**src/rtl/au_issue_arbiter.sv**
```systemverilog
`default_nettype none
// ============================================================================
// Module   : au_issue_arbiter
// Brief    : Valid/ready arbiter sharing one AU between NUM_REQ requesters,
//            with a single issue register and an ID-tagged held response.
//            Define AU_ARB_FIXED_PRIO_EN for lowest-index fixed priority
//            instead of round-robin.
// Revision : 1.0 - initial release
// ============================================================================
module au_issue_arbiter #(
   parameter int NUM_REQ = 2,
   parameter int ID_W    = 3
) (
   input  logic                    CLK,
   input  logic                    RST,
   input  logic [NUM_REQ-1:0]      req_valid,
   output logic [NUM_REQ-1:0]      req_ready,
   input  logic [NUM_REQ*4-1:0]    req_aluop,
   input  logic [NUM_REQ*32-1:0]   req_port_a,
   input  logic [NUM_REQ*32-1:0]   req_port_b,
   input  logic [NUM_REQ-1:0]      req_wen,
   output logic [3:0]              au_aluop,
   output logic [31:0]             au_port_a,
   output logic [31:0]             au_port_b,
   output logic                    au_wen,
   input  logic [31:0]             au_wdata,
   input  logic                    au_wen_au,
   output logic                    rsp_valid,
   input  logic                    rsp_ready,
   output logic [ID_W-1:0]         rsp_id,
   output logic [31:0]             rsp_wdata,
   output logic                    rsp_wen,
   output logic                    busy
);

   logic                  issue_valid_q, issue_valid_d;
   logic [ID_W-1:0]       issue_id_q,    issue_id_d;
   logic [3:0]            issue_aluop_q, issue_aluop_d;
   logic [31:0]           issue_a_q,     issue_a_d;
   logic [31:0]           issue_b_q,     issue_b_d;
   logic                  issue_wen_q,   issue_wen_d;

   logic                  can_accept;
   logic                  transfer;
   logic [NUM_REQ-1:0]    grant_oh;
   logic [ID_W-1:0]       grant_id;

   // OR-chains turning the one-hot grant into the winner's id and fields
   logic [ID_W-1:0]       enc_id    [NUM_REQ+1];
   logic [3:0]            enc_aluop [NUM_REQ+1];
   logic [31:0]           enc_a     [NUM_REQ+1];
   logic [31:0]           enc_b     [NUM_REQ+1];
   logic [NUM_REQ:0]      enc_wen;

   assign enc_id[0]    = '0;
   assign enc_aluop[0] = '0;
   assign enc_a[0]     = '0;
   assign enc_b[0]     = '0;
   assign enc_wen[0]   = 1'b0;

   for (genvar gi = 0; gi < NUM_REQ; gi++) begin : g_sel
      assign enc_id[gi+1]    = enc_id[gi]    | (grant_oh[gi] ? ID_W'(gi) : '0);
      assign enc_aluop[gi+1] = enc_aluop[gi] | ({4{grant_oh[gi]}}  & req_aluop[gi*4 +: 4]);
      assign enc_a[gi+1]     = enc_a[gi]     | ({32{grant_oh[gi]}} & req_port_a[gi*32 +: 32]);
      assign enc_b[gi+1]     = enc_b[gi]     | ({32{grant_oh[gi]}} & req_port_b[gi*32 +: 32]);
      assign enc_wen[gi+1]   = enc_wen[gi]   | (grant_oh[gi] & req_wen[gi]);
   end

   assign grant_id = enc_id[NUM_REQ];

`ifdef AU_ARB_FIXED_PRIO_EN
   assign grant_oh = req_valid & (~req_valid + NUM_REQ'(1));
`else
   logic [ID_W-1:0]       rr_ptr_q, rr_ptr_d;
   logic [NUM_REQ-1:0]    above_ptr;
   logic [NUM_REQ-1:0]    upper_valid;

   // Requesters strictly above the pointer get first pick; otherwise wrap to the lowest.
   assign above_ptr   = ~((NUM_REQ'(2) << rr_ptr_q) - NUM_REQ'(1));
   assign upper_valid = req_valid & above_ptr;
   assign grant_oh    = (upper_valid != '0) ? (upper_valid & (~upper_valid + NUM_REQ'(1)))
                                            : (req_valid   & (~req_valid   + NUM_REQ'(1)));

   always_comb begin
      rr_ptr_d = rr_ptr_q;
      if (transfer) begin
         rr_ptr_d = grant_id;
      end
   end

   always_ff @(posedge CLK or posedge RST) begin
      if (RST) begin
         rr_ptr_q <= ID_W'(NUM_REQ - 1);
      end else begin
         rr_ptr_q <= rr_ptr_d;
      end
   end
`endif

   assign can_accept = !issue_valid_q || rsp_ready;
   assign transfer   = can_accept && (req_valid != '0);
   assign req_ready  = can_accept ? grant_oh : '0;

   always_comb begin
      issue_valid_d = issue_valid_q;
      issue_id_d    = issue_id_q;
      issue_aluop_d = issue_aluop_q;
      issue_a_d     = issue_a_q;
      issue_b_d     = issue_b_q;
      issue_wen_d   = issue_wen_q;
      if (transfer) begin
         issue_valid_d = 1'b1;
         issue_id_d    = grant_id;
         issue_aluop_d = enc_aluop[NUM_REQ];
         issue_a_d     = enc_a[NUM_REQ];
         issue_b_d     = enc_b[NUM_REQ];
         issue_wen_d   = enc_wen[NUM_REQ];
      end else if (rsp_ready) begin
         issue_valid_d = 1'b0;
      end
   end

   always_ff @(posedge CLK or posedge RST) begin
      if (RST) begin
         issue_valid_q <= 1'b0;
         issue_id_q    <= '0;
         issue_aluop_q <= '0;
         issue_a_q     <= '0;
         issue_b_q     <= '0;
         issue_wen_q   <= 1'b0;
      end else begin
         issue_valid_q <= issue_valid_d;
         issue_id_q    <= issue_id_d;
         issue_aluop_q <= issue_aluop_d;
         issue_a_q     <= issue_a_d;
         issue_b_q     <= issue_b_d;
         issue_wen_q   <= issue_wen_d;
      end
   end

   // Stale fields stay in the register after a response; gate them off the AU.
   assign au_aluop  = issue_valid_q ? issue_aluop_q : 4'd0;
   assign au_port_a = issue_valid_q ? issue_a_q     : 32'd0;
   assign au_port_b = issue_valid_q ? issue_b_q     : 32'd0;
   assign au_wen    = issue_valid_q & issue_wen_q;

   assign rsp_valid = issue_valid_q;
   assign rsp_id    = issue_id_q;
   assign rsp_wdata = issue_valid_q ? au_wdata : 32'd0;
   assign rsp_wen   = issue_valid_q & au_wen_au;
   assign busy      = issue_valid_q;

endmodule
`default_nettype wire

```
**config.mk**
```make
export PLATFORM = sky130hd
export DESIGN_NAME = au_issue_arbiter
export DESIGN_NICKNAME = d
export VERILOG_FILES = /design/src/rtl/au_issue_arbiter.sv
export SDC_FILE = /design/constraint.sdc
export NUM_CORES = 1
export LEC_CHECK = 0
export BUFFER_PORTS_ARGS = -buffer_cell sky130_fd_sc_hd__buf_4
export CORE_AREA = 2 2 111 113
export CTS_CLUSTER_SIZE = 30
export DETAILED_ROUTE_END_ITERATION = 8
export DIE_AREA = 0 0 113 115
export PLACE_DENSITY_LB_ADDON = 0.12
export SKIP_LAST_GASP = 1
export SYNTH_ARGS = -nofsm -noshare
export SYNTH_HDL_FRONTEND = slang
export SYNTH_SLANG_ARGS = --single-unit
```
**constraint.sdc**
```tcl
create_clock -name CLK -period 2.75 [get_ports CLK]
set_clock_uncertainty 0.2 [all_clocks]
set_input_delay 0.1375 -clock CLK [delete_from_list [all_inputs] [get_ports CLK]]
set_output_delay 0.1375 -clock CLK [all_outputs]
set_load 0.02 [all_outputs]
```
== Yosys cells after proc, flatten, opt, wreduce, memory -nomap -nowiden ==
Index checks and enable logic that the tools add are counted.

* Register bits after elaboration: 76
* Logic and storage cells: 46
* Input port bits: 176
* Output and inout bits: 109

* Add/subtract/negate cells: 3
* Muxes and demuxes: 9
* Shift operators: 1
* Bitwise gates (word level): 20
* Reduce and logical (&&, ||, !) cells: 6

{| class="wikitable"
|+ Operators with widths
! kind !! number
|-
| 32-bit AND || 4
|-
| 32-bit two-way mux || 3
|-
| 32-bit OR || 2
|-
| 4-bit AND || 2
|-
| 2-bit AND || 3
|-
| 2-bit inverter || 3
|-
| 2-bit nonzero test || 3
|-
| 2-bit by 1-bit adder with 2-bit output, second input constant || 2
|-
| 1-bit AND || 4
|-
| 2-bit two-way mux || 2
|-
| 4-bit two-way mux || 1
|-
| 4-bit OR || 1
|-
| 1-bit two-way mux || 3
|-
| 2-bit by 3-bit left shift with 2-bit output, first input constant || 1
|-
| 2-bit subtractor, second input constant || 1
|-
| 1-bit logical AND || 1
|-
| 1-bit logical NOT || 1
|-
| 1-bit logical OR || 1
|-
| 1-bit OR || 1
|}

== Depth between registers and ports, before layout ==
* Depth in word-level cells: 10
* Gate-level depth with buffers: 6
* Mapped depth without buffers: 3

== Worst setup path before layout ==
Ideal clock, no wire load.

* Kind: register to register
* From: reg issue_valid_q (netlist: busy)
* To: reg issue_a_q[10]
* Setup time: 0.126 ns
* Data arrival time: 1.494 ns
* Setup slack: 0.931 ns
* Period minus slack after synthesis: 1.819 ns
* Buffers on the path: 3
* Cell stages (with the launch flop): 7
* Data required time: 2.424 ns
* Cells stage by stage: dfrtp_1 > nand2b_1 > buf_6 > and3_4 > buf_6 > buf_6 > a221o_1

* Longest elaborated chain between the ends: 3

{| class="wikitable"
|+ RTL lines
! element !! RTL line !! RTL
|-
| start, declared || 36 || <nowiki>logic issue_valid_q, issue_valid_d;</nowiki>
|-
| start signal, assigned || 132 || <nowiki>issue_valid_q <= issue_valid_d;</nowiki>
|-
| 1-bit logical NOT || 100 || <nowiki>assign can_accept = !issue_valid_q || rsp_ready;</nowiki>
|-
| 1-bit logical OR || 100 ||
|-
| 1-bit logical AND || 101 || <nowiki>assign transfer = can_accept && (req_valid != '0);</nowiki>
|-
| end signal, assigned || 135 || <nowiki>issue_a_q <= issue_a_d;</nowiki>
|-
| end, declared || 39 || <nowiki>logic [31:0] issue_a_q, issue_a_d;</nowiki>
|}

No other way between the ends.
A chain may end at the register's enable or synchronous reset.

== Final worst setup path ==
* From: reg issue_valid_q (netlist: busy)
* To: reg issue_aluop_q[0]

* Longest elaborated chain between the ends: 3

{| class="wikitable"
|+ RTL lines
! element !! RTL line !! RTL
|-
| 1-bit logical NOT || 100 ||
|-
| 1-bit logical OR || 100 ||
|-
| 1-bit logical AND || 101 ||
|-
| end signal, assigned || 134 || <nowiki>issue_aluop_q <= issue_aluop_d;</nowiki>
|-
| end, declared || 38 || <nowiki>logic [3:0] issue_aluop_q, issue_aluop_d;</nowiki>
|}

No other way between the ends.

==> reports/qor.txt <==
======================================================================================================
Longest individual stage delay on the worst path ........................................      0.55 ns
Flip-flop cell with the highest count after synthesis ...................................      dfrtp_1
Maximum number of pins on one net before global-route repair ............................          105
WP data arrival .........................................................................      2.54 ns
Vias post-DR ............................................................................         4668
Antenna Violating Nets Remaining ........................................................            0
Type of the tightest min-delay check .................................................... input pin to flop
Wirelength per Cell .....................................................................      17.3 um
Maximum buffer depth of the clock tree ..................................................            2
Hold Path Depth .........................................................................            3
Cell taking the most area after synthesis ...............................................      dfrtp_1
Leading cell type by number of instances after synthesis ................................       and2_1
Type of element launching the critical path .............................................         flop
Static leakage ..........................................................................      3.76 nW
Final #Nets .............................................................................          941
Synth cell types ........................................................................           18
Most used standard cells in the synthesized netlist ..................................... 102 x and2_1, 71 x dfrtp_1, 69 x a221o_1
Reg2Reg Depth ...........................................................................            5
Synthesized instance count ..............................................................          370
Height of the die .......................................................................       115 um
Cell types occupying the most area after synthesis ...................................... dfrtp_1 45%, a221o_1 17%, and2_1 16%, a21boi_0 13%, buf_6 2.5%
Root Driver .............................................................................    clkbuf_16
Number of gates resized after cts .......................................................            0
Worst-Margin Slew .......................................................................      1.24 ns
Fraction of synthesized cell area taken by the top area cell type .......................        0.446
Outcome ................................................................................. finished, violations left
Post-synthesis area per instance ........................................................     10.8 um2
DRC Markers .............................................................................           20
Core utilization of the finished layout .................................................        0.660
End point of the worst hold path ........................................................  rr_ptr_q[0]
Largest vdd supply drop .................................................................     0.257 mV
First DRT Iteration DRCs ................................................................          300
Via count of the first global-routing pass ..............................................         4777
Fraction of the cycle the final worst path needs ........................................        0.923
Worst Path Class, Setup ................................................................. flop to flop
Clock period minus final worst setup slack ..............................................      2.54 ns
Cell breakdown of the critical path ..................................................... nand2b_2, buf_4, a21boi_0, a221o_1, dlygate4sd3_1
Port buffer count .......................................................................          282
Total standard cell area after synthesis ................................................     3980 um2
Count of warnings emitted by yosys ......................................................            0
Setup slack of the most critical reg-to-reg path ........................................      0.21 ns
TritonRoute pass-1 iters ................................................................            7
Overall routing resource usage ..........................................................        0.243
Wire length of the first global-routing pass ............................................     25100 um
Hold Vio Cnt, Final .....................................................................            0
# fillers ...............................................................................          954
Number of levels in the clock H-tree ....................................................            3
Minimum setup slack in the final design .................................................     0.212 ns
Placer congestion estimate ..............................................................        0.800
Worst flop-to-flop path startpoint ......................................................         busy
Post-detailed-routing wire length .......................................................     15800 um
Fraction of the yosys area taken by sequential cells ....................................        0.453
Total grt overflow ......................................................................            0
Violated checks ......................................................................... design-rule violations
Max-slew violation count ................................................................            0
Headroom to the max-slew limit ..........................................................        0.176
Max Fclk ................................................................................    0.394 GHz
Total power divided by cell area ........................................................   530 nW/um2
Die area ................................................................................    13000 um2
Initial core utilization ................................................................        0.337
Antenna violations before repair ........................................................            0
Hold Startpoint ......................................................................... req_valid[1]
Number of sinks on the clock net ........................................................           72
Placement row count .....................................................................           40
Via density per instance ................................................................         5.09
Share of async-settable or async-resettable flops after synthesis .......................         1.00
Max FO, Critical Path ...................................................................           71
Number of enable-type register cells in the synthesized netlist .........................            0
Setup repair after global routing missed its margin .....................................           no
TritonCTS Buffers .......................................................................            9
Flip-flop and latch count after synthesis ...............................................           72
Setup violators final ...................................................................            0
Clock latency of the later-clocked register in the worst-skew pair ......................      0.32 ns
Max-capacitance violation count .........................................................            0
Diode insertion count for antenna repair ................................................            0
Proportion of layout cells with a drive suffix above 1 ..................................        0.403
Area Overhead vs Synth ..................................................................        95.6%
Number of buffers inserted by hold repair at cts ........................................          139
Reg-to-reg critical path endpoint ....................................................... issue_aluop_q[0]
Setup TNS ...............................................................................         0 ns
TritonCTS clock tree ....................................................................        built
Max stage delay cell, worst path ........................................................ dlygate4sd3_1
Required arrival time at the worst endpoint .............................................      2.76 ns
Worst setup timing slack at the placement stage .........................................     0.664 ns
Clock transition at the register clock pins on the worst setup and hold paths after CTS .      0.06 ns
Boundary pin count ......................................................................          285
Estimated wirelength of the detail-placed design ........................................      9670 um
Crit path capture type ..................................................................         flop
Die X-Extent ............................................................................       113 um
Post-CTS Setup Repair Bufs ..............................................................            0
Core region area ........................................................................    11800 um2
======================================================================================================
layer usage:
layer | GRT usage | share of wire | up-vias
met2 | 0.443 | 0.53 | 200
met3 | 0.0506 | 0.074 | 23
met5 | 0 | 0 | -
li1 | - | - | 2147
met4 | 0.0821 | 0.019 | 0
met1 | 0.285 | 0.38 | 2298
worst max-delay path, delay by kind of cell (launching register included):
family	cells	cell delay (ns)
buffers and inverters	2	1.08
AOI/OAI and AO/OA	2	0.58
DFF	1	0.40
and+or+nand+nor	1	0.10
cells by family after synthesis:
logic type      after synthesis  synth area share
compound gates              140             0.307
other cells                   1          0.000941
simple gates                110             0.173
flops                        72             0.453
buf+inv                      47            0.0666
cell usage in the layout (no fill, tap or decap):
cell	Yosys	routed
a21boi_0	68	68
dlygate4sd3_1	0	139
nand2_1	2	2
or2_2	1	1
nand2b_2	0	1
a21boi_1	1	1
clkbuf_16	0	9
and2_1	102	102
buf_4	3	288
dfrtp_2	0	1
clkbuf_1	26	3
clkinv_2	0	4
a221o_1	69	69
and3_4	1	1
buf_12	0	2
a21o_1	2	2
conb_1	1	2
dfrtp_1	71	70
bufinv_16	0	1
and3_2	0	1
dfstp_2	1	1
nand2b_1	3	2
flip-flops by register name, summed over array words and instances, names as in the netlist:
signal / count
issue_a_q: 32
issue_b_q: 32
issue_aluop_q: 4
busy: 1
issue_wen_q: 1
rr_ptr_q: 1
rsp_id: 1
power by group:
group	leakage [nW]	internal (mW)	switching [mW]
logic	2.74	0.974	0.720
registers	0.881	1.24	0.0791
clock network	0.140	0.698	0.422
worst max path at each step:
stage / to / depth (start not counted) / start
2_1_floorplan: busy / 1 / RST
3_3_place_gp: issue_a_q[12] / 4 / req_valid[1]
3_5_place_dp: issue_a_q[0] / 4 / req_valid[1]
4_1_cts: issue_a_q[0] / 5 / busy
5_1_grt: issue_a_q[25] / 5 / busy
6_report: issue_aluop_q[0] / 5 / busy
metrics by stage:
step | cell area (um2) | total power, mW | hold WS, ns | cells
after floorplan | 3990 | 2.07 | 0.0826 | 371
after global placement | 6120 | 2.68 | 0.167 | 762
after detailed placement | 6120 | 2.69 | 0.171 | 762
after global routing | 7790 | 4.36 | 0.200 | 917
final | 7790 | 4.13 | 0.182 | 917
after CTS | 7790 | 4.15 | 0.167 | 917
final cells by class:
cell class	instances	area, um2	area share
repair buffers	429	3590	0.461
clock inverters	4	45.0	0.00578
flip-flops and latches	72	1800	0.232
clock buffers	12	236	0.0304
multi-input cells	252	1920	0.247
well taps	147	184	0.0236
inverters	1	5.00	0.000642
Note: power is estimated with default switching activity, not from simulation.
